**src/rtl/conv_pkg.sv**
```systemverilog
// Shared definitions for the convolution datapath: default widths, window slot
// indexing (matches the ConvolutionUnit image operand) and a width helper.
package conv_pkg;

    localparam int DEF_DATA_WIDTH  = 32;
    localparam int DEF_KERNEL_SIZE = 3;

    // Minimum bit width able to index 'value' entries; never returns 0.
    function automatic int clog2(input int value);
        int result;
        int remaining;
        result    = 0;
        remaining = value - 1;
        while (remaining > 0) begin
            result    = result + 1;
            remaining = remaining >> 1;
        end
        return (result < 1) ? 1 : result;
    endfunction

    // Slot of window element (i,j) for an arbitrary kernel edge k; (0,0) is the MSB slot.
    function automatic int win_idx_k(input int k, input int i, input int j);
        return k * k - 1 - (i * k + j);
    endfunction

    function automatic int win_idx(input int i, input int j);
        return win_idx_k(DEF_KERNEL_SIZE, i, j);
    endfunction

endpackage

```
**src/rtl/conv_line_buffer.sv**
```systemverilog
// One image row of storage: combinational read and registered write at the same
// column, so a row can be read out and replaced in a single accept.
module conv_line_buffer #(
    parameter int DATA_WIDTH = conv_pkg::DEF_DATA_WIDTH,
    parameter int DEPTH      = 8,
    parameter int ADDR_WIDTH = conv_pkg::clog2(DEPTH)
) (
    input  logic                  clk,
    input  logic                  en,
    input  logic [ADDR_WIDTH-1:0] addr,
    input  logic [DATA_WIDTH-1:0] wdata,
    output logic [DATA_WIDTH-1:0] rdata
);

    logic [DATA_WIDTH-1:0] mem [DEPTH];

    assign rdata = mem[addr];

    // Contents need no reset: windows are only emitted once every row has been written.
    always_ff @(posedge clk) begin
        if (en) begin
            mem[addr] <= wdata;
        end
    end

endmodule

```
**src/rtl/conv_window_generator.sv**
```systemverilog
// Turns a raster pixel stream into flattened KxK valid-only windows (stride 1)
// using K-1 chained line buffers and a KxK shift-register window.
module conv_window_generator #(
    parameter int DATA_WIDTH   = conv_pkg::DEF_DATA_WIDTH,
    parameter int KERNEL_SIZE  = conv_pkg::DEF_KERNEL_SIZE,
    parameter int IMAGE_WIDTH  = 8,
    parameter int IMAGE_HEIGHT = 8
) (
    input  logic                                          clk,
    input  logic                                          reset,
    input  logic [DATA_WIDTH-1:0]                         pixel_in,
    input  logic                                          pixel_valid,
    output logic                                          pixel_ready,
    output logic [KERNEL_SIZE*KERNEL_SIZE*DATA_WIDTH-1:0] window,
    output logic                                          window_valid,
    input  logic                                          window_ready,
    output logic                                          window_last
);

    import conv_pkg::*;

    localparam int K  = KERNEL_SIZE;
    localparam int NB = KERNEL_SIZE - 1;
    localparam int WB = KERNEL_SIZE * KERNEL_SIZE * DATA_WIDTH;
    localparam int CW = clog2(IMAGE_WIDTH);
    localparam int RW = clog2(IMAGE_HEIGHT);

    localparam logic [CW-1:0] COL_LAST  = CW'(IMAGE_WIDTH - 1);
    localparam logic [RW-1:0] ROW_LAST  = RW'(IMAGE_HEIGHT - 1);
    localparam logic [CW-1:0] COL_FIRST = CW'(KERNEL_SIZE - 1);
    localparam logic [RW-1:0] ROW_FIRST = RW'(KERNEL_SIZE - 1);

    logic [CW-1:0]         col;
    logic [RW-1:0]         row;
    logic                  accept;
    logic                  emit;
    logic                  frame_end;
    logic [DATA_WIDTH-1:0] lb_wdata [NB];
    logic [DATA_WIDTH-1:0] lb_rdata [NB];
    logic [DATA_WIDTH-1:0] new_col  [K];
    logic [DATA_WIDTH-1:0] sr       [K][K];
    logic [DATA_WIDTH-1:0] shifted  [K][K];
    logic [WB-1:0]         window_next;

    // Handshake: a transfer happens on a side when its valid and ready are both
    // high at the rising edge. The output slot is a single register; any pixel
    // is stalled while that slot holds an unconsumed window.
    assign pixel_ready = !(window_valid && !window_ready);
    assign accept      = pixel_valid && pixel_ready;
    assign emit        = (row >= ROW_FIRST) && (col >= COL_FIRST);
    assign frame_end   = (row == ROW_LAST) && (col == COL_LAST);

    // Buffer 0 holds row r-1; buffer NB-1 holds the oldest row r-(K-1).
    for (genvar g = 0; g < NB; g++) begin : g_lb
        if (g == 0) begin : g_head
            assign lb_wdata[g] = pixel_in;
        end else begin : g_chain
            assign lb_wdata[g] = lb_rdata[g-1];
        end

        conv_line_buffer #(
            .DATA_WIDTH (DATA_WIDTH),
            .DEPTH      (IMAGE_WIDTH),
            .ADDR_WIDTH (CW)
        ) u_line_buffer (
            .clk   (clk),
            .en    (accept),
            .addr  (col),
            .wdata (lb_wdata[g]),
            .rdata (lb_rdata[g])
        );
    end

    for (genvar i = 0; i < K; i++) begin : g_new_col
        if (i == K - 1) begin : g_live
            assign new_col[i] = pixel_in;
        end else begin : g_buffered
            assign new_col[i] = lb_rdata[K-2-i];
        end
    end

    always_comb begin
        window_next = '0;
        for (int i = 0; i < K; i++) begin
            for (int j = 0; j < K; j++) begin
                shifted[i][j] = (j == K - 1) ? new_col[i] : sr[i][j+1];
                window_next[win_idx_k(K, i, j)*DATA_WIDTH +: DATA_WIDTH] = shifted[i][j];
            end
        end
    end

    always_ff @(posedge clk) begin
        if (accept) begin
            for (int i = 0; i < K; i++) begin
                for (int j = 0; j < K; j++) begin
                    sr[i][j] <= shifted[i][j];
                end
            end
        end
    end

    always_ff @(posedge clk) begin
        if (reset) begin
            col <= '0;
            row <= '0;
        end else if (accept) begin
            if (col == COL_LAST) begin
                col <= '0;
                row <= (row == ROW_LAST) ? '0 : row + 1'b1;
            end else begin
                col <= col + 1'b1;
            end
        end
    end

    // A new window may replace one being consumed in the same cycle.
    always_ff @(posedge clk) begin
        if (reset) begin
            window       <= '0;
            window_valid <= 1'b0;
            window_last  <= 1'b0;
        end else if (accept && emit) begin
            window       <= window_next;
            window_valid <= 1'b1;
            window_last  <= frame_end;
        end else if (window_valid && window_ready) begin
            window_valid <= 1'b0;
            window_last  <= 1'b0;
        end
    end

endmodule

```
**config.mk**
```make
export PLATFORM = sky130hd
export DESIGN_NAME = conv_window_generator
export DESIGN_NICKNAME = d
export VERILOG_FILES = /design/src/rtl/conv_pkg.sv /design/src/rtl/conv_line_buffer.sv /design/src/rtl/conv_window_generator.sv
export SDC_FILE = /design/constraint.sdc
export NUM_CORES = 1
export LEC_CHECK = 0
export CORE_MARGIN = 1.5
export CORE_UTILIZATION = 43
export CTS_BUF_LIST = sky130_fd_sc_hd__clkbuf_4
export CTS_CLUSTER_SIZE = 24
export DETAILED_ROUTE_END_ITERATION = 8
export PLACE_DENSITY = 0.73
export SETUP_SLACK_MARGIN = 0.5
export SYNTH_ARGS = -nofsm -noshare
export SYNTH_HDL_FRONTEND = slang
export SYNTH_SLANG_ARGS = --single-unit
```
**constraint.sdc**
```tcl
create_clock -name clk -period 9.1 [get_ports clk]
set_input_delay 1.82 -clock clk [delete_from_list [all_inputs] [get_ports clk]]
set_output_delay 1.82 -clock clk [all_outputs]
set_load 0.02 [all_outputs]
```
# Word-level counts from Yosys, hierarchy flattened
# Memories as Yosys holds them, arrays and structs flattened. A register that Yosys moved wholly into a read port is not among the register bits.
# Index checks and enable logic that the tools add are counted.
# classes
reduce_logical,10
muxes,11
n_lt_le_gt_ge,2
add_sub_neg,2
n_eq_ne,2
# op_table
op,count
$mux 3,6
$add 3x1->3 const B,2
$eq 3x3->1 const B,2
$ge 3x2->1 const B,2
$logic_and 1x1->1,6
$mux 1,5
$logic_not 1->1,2
$reduce_and 2->1,1
$reduce_bool 2->1,1
# word_totals
ram_bits,800
reg_bits,296
wordCells,35
output_inout_bits,291
n_memories,3
in_bits,36
# memory_table
name,depth,word_bits,rd,rd_ports_with_merged_regs,write_ports,line_no,source
sr,3,96,3,0,3,conv_window_generator.sv:41,logic [DATA_WIDTH-1:0] sr [K][K];
g_lb[0].u_line_buffer.mem,8,32,1,1,1,conv_line_buffer.sv:15,logic [DATA_WIDTH-1:0] mem [DEPTH];
g_lb[1].u_line_buffer.mem,8,32,1,1,1,conv_line_buffer.sv:15,

# Longest topological paths before layout
# Gate-level depths: netlist of the first run.
# logic_depth
ltp_word,6
depth_mapped,9
ltp_nobuf,6

# By module
# Synthesis of the first run repeated with hierarchy kept, for this count alone.
# unflattened
hier_cells,2330
area_unflattened_um2,38733.4
# by_module_without_submodules
module,area_each_um2,instances,seq_area_each_um2,cells_per_inst
conv_line_buffer,9859.5,2,7687.4,421
conv_window_generator,19014.5,1,11691.2,1488

# Worst setup path before layout of the first run
# No wires, ideal clock.
# synth_timing
kind,input to register
start,input port window_ready
end,memory g_lb[0].u_line_buffer.mem[4][0] (netlist name) (enable)
n_path_buf,0
required_time_ns,8.536
setup_slack_ns,-0.779
setup_time_ns,0.564
t_arrival_ns,9.315
path_stages,5
cell_sequence,nand2b_1 > nand2_1 > inv_2 > nand2_1 > nor3_1
# synth_between
elab_chain_len,6
# synth_rtl
item,line_no,source
start: declaration,conv_window_generator.sv:16,"input logic window_ready,"
$logic_not 1->1,conv_window_generator.sv:48,assign pixel_ready = !(window_valid && !window_ready);
$logic_and 1x1->1,conv_window_generator.sv:48,
$logic_not 1->1,conv_window_generator.sv:48,
$logic_and 1x1->1,conv_window_generator.sv:49,assign accept = pixel_valid && pixel_ready;
named net accept,conv_window_generator.sv:35,logic accept;
$mux 1,conv_line_buffer.sv:21,if (en) begin
$mux 1 (implied by the code),conv_line_buffer.sv:22,mem[addr] <= wdata;
end: declaration,conv_line_buffer.sv:15,
# The timed path passes the listed nets, and every way through them passes these cells.

# Final worst setup path of the first run
# layout_timing
start,input port window_ready
end,output port pixel_ready
# layout_between
elab_chain_len,3
# layout_rtl
item,line_no,source
$logic_not 1->1,conv_window_generator.sv:48,
$logic_and 1x1->1,conv_window_generator.sv:48,
$logic_not 1->1,conv_window_generator.sv:48,
end: declaration,conv_window_generator.sv:13,"output logic pixel_ready,"
# Every way passes these cells.

==> out/results.ini, run 1 <==
[status]
status = finished, final reports clean

[critical_path]
worst_setup_path_start_kind = input port
worstReg2RegStart = window_valid
endpoint = pixel_ready
crit_required_ns = 7.28
reg2reg_to = g_lb[0].u_line_buffer.mem[5][31]
worst-setup-path-type = input port to primary output
worst-path-max-fanout = 6
endpoint_kind = primary output
arrival_ns = 3.17
r2r_setup_slack_ns = 5.28
crit_path_start = window_ready
r2r_cells = 6

[cells_and_area]
drive_gt1_frac = 0.213
nets = 2742
area_growth_pct = 20.9

[global_route]
grt_pass1_vias = 20477
grt_max_degree = 171
grt_use_total = 0.184
antenna_found_initial = 2
grt_pass1_wl_um = 117000
overflow = 0

[die]
row_count = 104
io_pins = 327
initial_core_util = 0.437
coreArea_um2 = 80900
dieArea_um2 = 83900
die_h_um = 290
die-width_um = 290

[sta]
timing.final.crit_share = 0.549
finalClockSkew_ns = 0.0914
period_needed_ns = 4.99
rsz0062_at_grt = false
hold_violations = 0
report.final.slew_viol_count = 0
setup_viol = 0
tightest_slew_ns = 1.12
relSlewSlack = 0.252
final.setup.tns_ns = 0
fmax_mhz = 200

[yosys]
synth_top_area_share = 0.598
syn_avg_cell_area_um2 = 15.8
syn_nets = 2282
syn-instance-count = 2240
netlist_area_um2 = 35300
yosysSeqAreaShare = 0.768
netlist_top_cells_area = edfxtp_1 60%, dfxtp_1 17%, mux4_2 8.2%, nand2_1 4.9%, a21oi_1 3.3%
yosysUniqueCellTypes = 25
ys_ff_latch = 1003
synth_top_area_cell = edfxtp_1
yosysWarnings = 0

[clock_network]
postCtsHoldBufs = 0
cts.sinks = 1003
clk_pin_slew_ns = 0.07
cts_made_buffers = 238
cts_setup_buffers = 0
ctsResizeCount = 0
cts_tree = built
htreeDepth = 4
clock_latency_ns = 1.08
clock_path_buffers = 3
clock-root-buffer = clkbuf_4

[power_and_ir_drop]
power_mw = 9.19
p_int_mw = 7.11
clock_power_share = 0.400
peakVddDrop_mv = 0.144
p_leak_nw = 13.9
netSwitchingFraction = 0.226
seq_power_share = 0.559
p_switching_mw = 2.08
combPwrFrac = 0.041
p_per_area_nw_per_um2 = 215

[placed_design]
hpwl_um = 46100
gp_congestion = 0.761
io_buffers = 326

[detailed_routing]
ant_nets = 0
vias = 20163
drtIter0Drc = 1494
vias_per_cell = 5.08
wirelength_um = 77400
drc = 0
firstDrtPassIters = 7
wl_per_cell_um = 19.5

[run]
max-cap-violations = 0

[worst_hold_path]
hold_class = register to register
holdPathStages = 0

-- per-layer routing --
| layer | vias to the layer above | part of all wire | global-route usage |
|---|---|---|---|
| met5 | - | 0 | 0 |
| met4 | 0 | 0.017 | 0.0622 |
| met3 | 106 | 0.080 | 0.0538 |
| met2 | 744 | 0.48 | 0.290 |
| met1 | 9973 | 0.43 | 0.244 |
| li1 | 9340 | - | - |
-- worst max-delay path: stages --
cell and delay (ns):
clkdlybuf4s50_1 0.47, nand2b_1 0.23, clkdlybuf4s50_1 0.66
-- cells in the final DEF (no fill, tap or decap), types with 5 or more instances in the layout --
cell type	instances
ha_1	6
clkinv_8	5
clkbuf_4	362
mux2_2	64
a21oi_1	231
edfxtp_1	704
nor2_1	129
nor3_1	64
clkinv_2	9
buf_4	25
dfxtp_1	296
clkdlybuf4s50_1	325
clkinv_1	61
nand2_1	458
mux4_2	128
-- layout make-up --
cell class              count  area, um^2
inverters                   3        18.8
repair buffers            352        3480
clock inverters            86         508
fillers                  6546       38200
flip-flops and latches   1003       27100
clock buffers             362        2720
well taps                1060        1330
diodes                      1        2.50
multi-input cells        1102        7550
-- state kept, by name, summed over array words and instances (netlist names), named ones only --
signal and count:
window_valid 1, col 3, window 288, row 3
sr 192, g_lb.u_line_buffer.mem 512, window_last 1
-- synth_stat cells, drive strengths merged --
cell type / number
nor2: 132
ha: 6
nand4: 1
inv: 3
nor3: 68
clkbuf: 48
nand3: 4
buf: 84
nor4: 1
a311oi: 1
mux4: 128
or3: 4
nand2: 458
edfxtp: 704
dfxtp: 299
mux2: 64
nand2b: 2
a21oi: 231
and4: 1
a211oi: 1
-- power groups by stage --
stage | Sequential (mW) | Combinational [mW] | Clock, mW
after floorplan | 5.20 | 0.252 | 0
after global placement | 5.23 | 0.378 | 0
after detailed placement | 5.24 | 0.388 | 0
after CTS | 5.14 | 0.390 | 3.80
after global routing | 5.15 | 0.410 | 4.02
final | 5.14 | 0.379 | 3.67
-- worst min-delay path by stage --
| stage | slack [ns] | endpoint | from |
|---|---|---|---|
| after floorplan | 0.43 | sr[0][32] | sr[0][0] |
| after CTS | 0.40 | sr[1][54] | sr[1][22] |
| final | 0.41 | sr[1][54] | sr[1][22] |
| after global placement | 0.43 | sr[2][48] | sr[2][16] |
| after detailed placement | 0.43 | sr[1][42] | sr[1][10] |
| after global routing | 0.42 | sr[1][54] | sr[1][22] |
-- through the flow --
stage	instance area (um^2)	hold slack [ns]	instances	utilization	setup WS (ns)
6_report	42700	0.414	3969	0.528	4.11
5_1_grt	42700	0.424	3969	0.528	4.05
4_1_cts	42700	0.404	3968	0.528	4.12
3_5_place_dp	39500	0.434	3520	0.488	3.20
3_3_place_gp	39500	0.430	3520	0.488	3.23
2_1_floorplan	35300	0.426	2240	-	0.885
-- logic make-up after synthesis --
family	Yosys count	share of synthesized area
AOI/OAI and AO/OA	233	0.0332
DFF	1003	0.768
adders and majority gates	6	0.00212
muxes	192	0.102
buffers and inverters	135	0.0206
and+or+nand+nor	671	0.0745
No activity file was read; power rests on OpenSTA's default activity.
==> run 2: changes to the inputs <==
==> constraint.sdc (replaced) <==
create_clock -name clk -period 4.1 [get_ports clk]
set_input_delay 0.82 -clock clk [delete_from_list [all_inputs] [get_ports clk]]
set_output_delay 0.82 -clock clk [all_outputs]
set_load 0.02 [all_outputs]
==> out/results.ini, run 2 (synthesis gave the netlist of run 1 again) <==
[placed_design]
gp_congestion = 0.761  ; unchanged
io_buffers = 326  ; unchanged
place_inst = 3537  ; +0.48%
hpwl_um = 48300  ; +4.6%
placed_area_um2 = 39800  ; +0.84%

[cells_and_area]
layout_common_cells = 704 x edfxtp_1, 456 x nand2_1, 374 x clkbuf_4
fin_cells = 3987  ; +0.45%
multi_input_area_um2 = 7610  ; +0.78%
drive_gt1_frac = 0.224  ; +0.0107
largest_reg_flops = 512  ; unchanged
final_area_um2 = 43100  ; +0.79%
regMostFlops = g_lb.u_line_buffer.mem
reg_top3 = g_lb.u_line_buffer.mem: 512 flops, window: 288 flops, sr: 192 flops
nets = 2760  ; +0.66%
regArea_um2 = 27100  ; unchanged
final_common_cell = edfxtp_1
area_growth_pct = 21.9
fillers = 6524  ; -0.34%

[detailed_routing]
drc = 0  ; unchanged
wirelength_um = 78700  ; +1.7%
vias = 20284  ; +0.60%
firstDrtPassIters = 5  ; -2
vias_per_cell = 5.09  ; +0.15%
ant_nets = 0  ; unchanged
wl_per_cell_um = 19.7  ; +1.3%
drtIter0Drc = 1667  ; +12%

[sta]
setup_viol = 0  ; unchanged
period_needed_ns = 2.97
final.setup.tns_ns = 0  ; unchanged
fmax_mhz = 337
finalClockSkew_ns = 0.0873  ; -0.00408 ns
relSlewSlack = 0.291  ; +0.0385
hold_violations = 0  ; unchanged
tightest_slew_ns = 1.06  ; -0.0578 ns
timing.final.crit_share = 0.724
rsz0062_at_grt = false
whs_ns = 0.182  ; -0.232 ns
report.final.slew_viol_count = 0  ; unchanged

[critical_path]
endpoint = window_last
worst-path-max-fanout = 2  ; -4
cp_num_cells = 1  ; -2
crit_path_start = window_last
r2r_setup_slack_ns = 1.47  ; -3.81 ns
worst_setup_path_start_kind = register
endpoint_kind = primary output
worst-setup-path-type = register to primary output
cp_top_family = buffers and inverters
crit_required_ns = 3.28  ; -4.00 ns
r2r_cells = 8  ; +2
critical-path-max-stage-delay_ns = 0.78  ; +0.12 ns
worstReg2RegStart = col[0]
arrival_ns = 2.15  ; -1.02 ns
slowest_stage = clkdlybuf4s50_1
worstPathCellList = clkdlybuf4s50_1
path_buf_inv = 1  ; -1
reg2reg_to = window[268]

[die]
io_pins = 327  ; unchanged
dieArea_um2 = 83900  ; unchanged
row_count = 104  ; unchanged
die-width_um = 290  ; unchanged
die_h_um = 290  ; unchanged
coreArea_um2 = 80900  ; unchanged
initial_core_util = 0.437  ; unchanged

[global_route]
grt_pass1_wl_um = 120000  ; +2.9%
overflow = 0  ; unchanged
grt_use_total = 0.189  ; +0.00551
grt_max_degree = 124  ; -27%
grt_pass1_vias = 20888  ; +2.0%
antenna_found_initial = 2  ; unchanged

[power_and_ir_drop]
netSwitchingFraction = 0.225  ; -0.00102
p_switching_mw = 4.60  ; +120%
p_per_area_nw_per_um2 = 474  ; +120%
p_leak_nw = 14.0  ; +1.2%
peakVddDrop_mv = 0.225  ; +56%
seq_power_share = 0.558  ; about the same
clock_power_share = 0.399  ; about the same
combPwrFrac = 0.043  ; +0.002
p_int_mw = 15.8  ; +120%
power_mw = 20.4  ; +120%

[clock_network]
clock_path_buffers = 3  ; unchanged
ctsResizeCount = 0  ; unchanged
clock-root-buffer = clkbuf_4
cts_made_buffers = 239  ; +0.42%
clock_latency_ns = 1.09  ; about the same
cts_tree = built
postCtsHoldBufs = 0  ; unchanged
cts.sinks = 1003  ; unchanged
clk_pin_slew_ns = 0.07  ; about the same
cts_setup_buffers = 0  ; unchanged
htreeDepth = 4  ; unchanged

[worst_hold_path]
hold_class = input port to register

[status]
status = finished, final reports clean

[run]
max-cap-violations = 0  ; unchanged

[run 2: cell types whose count changed in the layout (fill, tap and decap cells not counted), sizes merged]
cell,before,now
clkinv,75,66
buf,27,44
diode,1,2
inv,11,9
clkbuf,362,374
bufinv,2,1
[run 2: final cells by class]
cell class / count / area share
diodes: 2 / 0.000116
clock buffers: 374 / 0.0652
clock inverters: 74 / 0.00976
inverters: 3 / 0.000639
multi-input cells: 1102 / 0.177
flip-flops and latches: 1003 / 0.630
well taps: 1060 / 0.0308
repair buffers: 369 / 0.0869
[run 2: how the worst min path moves through the flow]
stage / to / startpoint / depth (start not counted)
6_report: window[40] / reset / 2
5_1_grt: window[8] / reset / 2
4_1_cts: window[78] / reset / 2
3_5_place_dp: sr[0][38] / sr[0][6] / 0
3_3_place_gp: sr[2][48] / sr[2][16] / 0
2_1_floorplan: sr[0][32] / sr[0][0] / 0
[run 2: per-layer routing]
metal / up-vias / track usage / wire length [um]
met1: 10108 / 0.261 / 35500
met2: 708 / 0.292 / 36400
li1: 9362 / - / -
met5: - / 0 / 0
met4: 0 / 0.0632 / 1260
met3: 106 / 0.0508 / 5530
[run 2: through the flow]
| stage | setup WS (ns) | util |
|---|---|---|
| final | 1.13 | 0.532 |
| after global routing | 0.962 | 0.532 |
| after CTS | 0.935 | 0.532 |
| after detailed placement | 0.898 | 0.492 |
| after global placement | 0.925 | 0.492 |
| after floorplan | -0.0185 | - |
[run 2: power groups by stage]
| stage | registers [mW] | logic [mW] | clock network, mW |
|---|---|---|---|
| after floorplan | 11.5 | 0.566 | 0 |
| final | 11.4 | 0.870 | 8.16 |
| after global routing | 11.4 | 0.939 | 8.95 |
| after detailed placement | 11.6 | 0.888 | 0 |
| after global placement | 11.6 | 0.867 | 0 |
| after CTS | 11.4 | 0.893 | 8.44 |
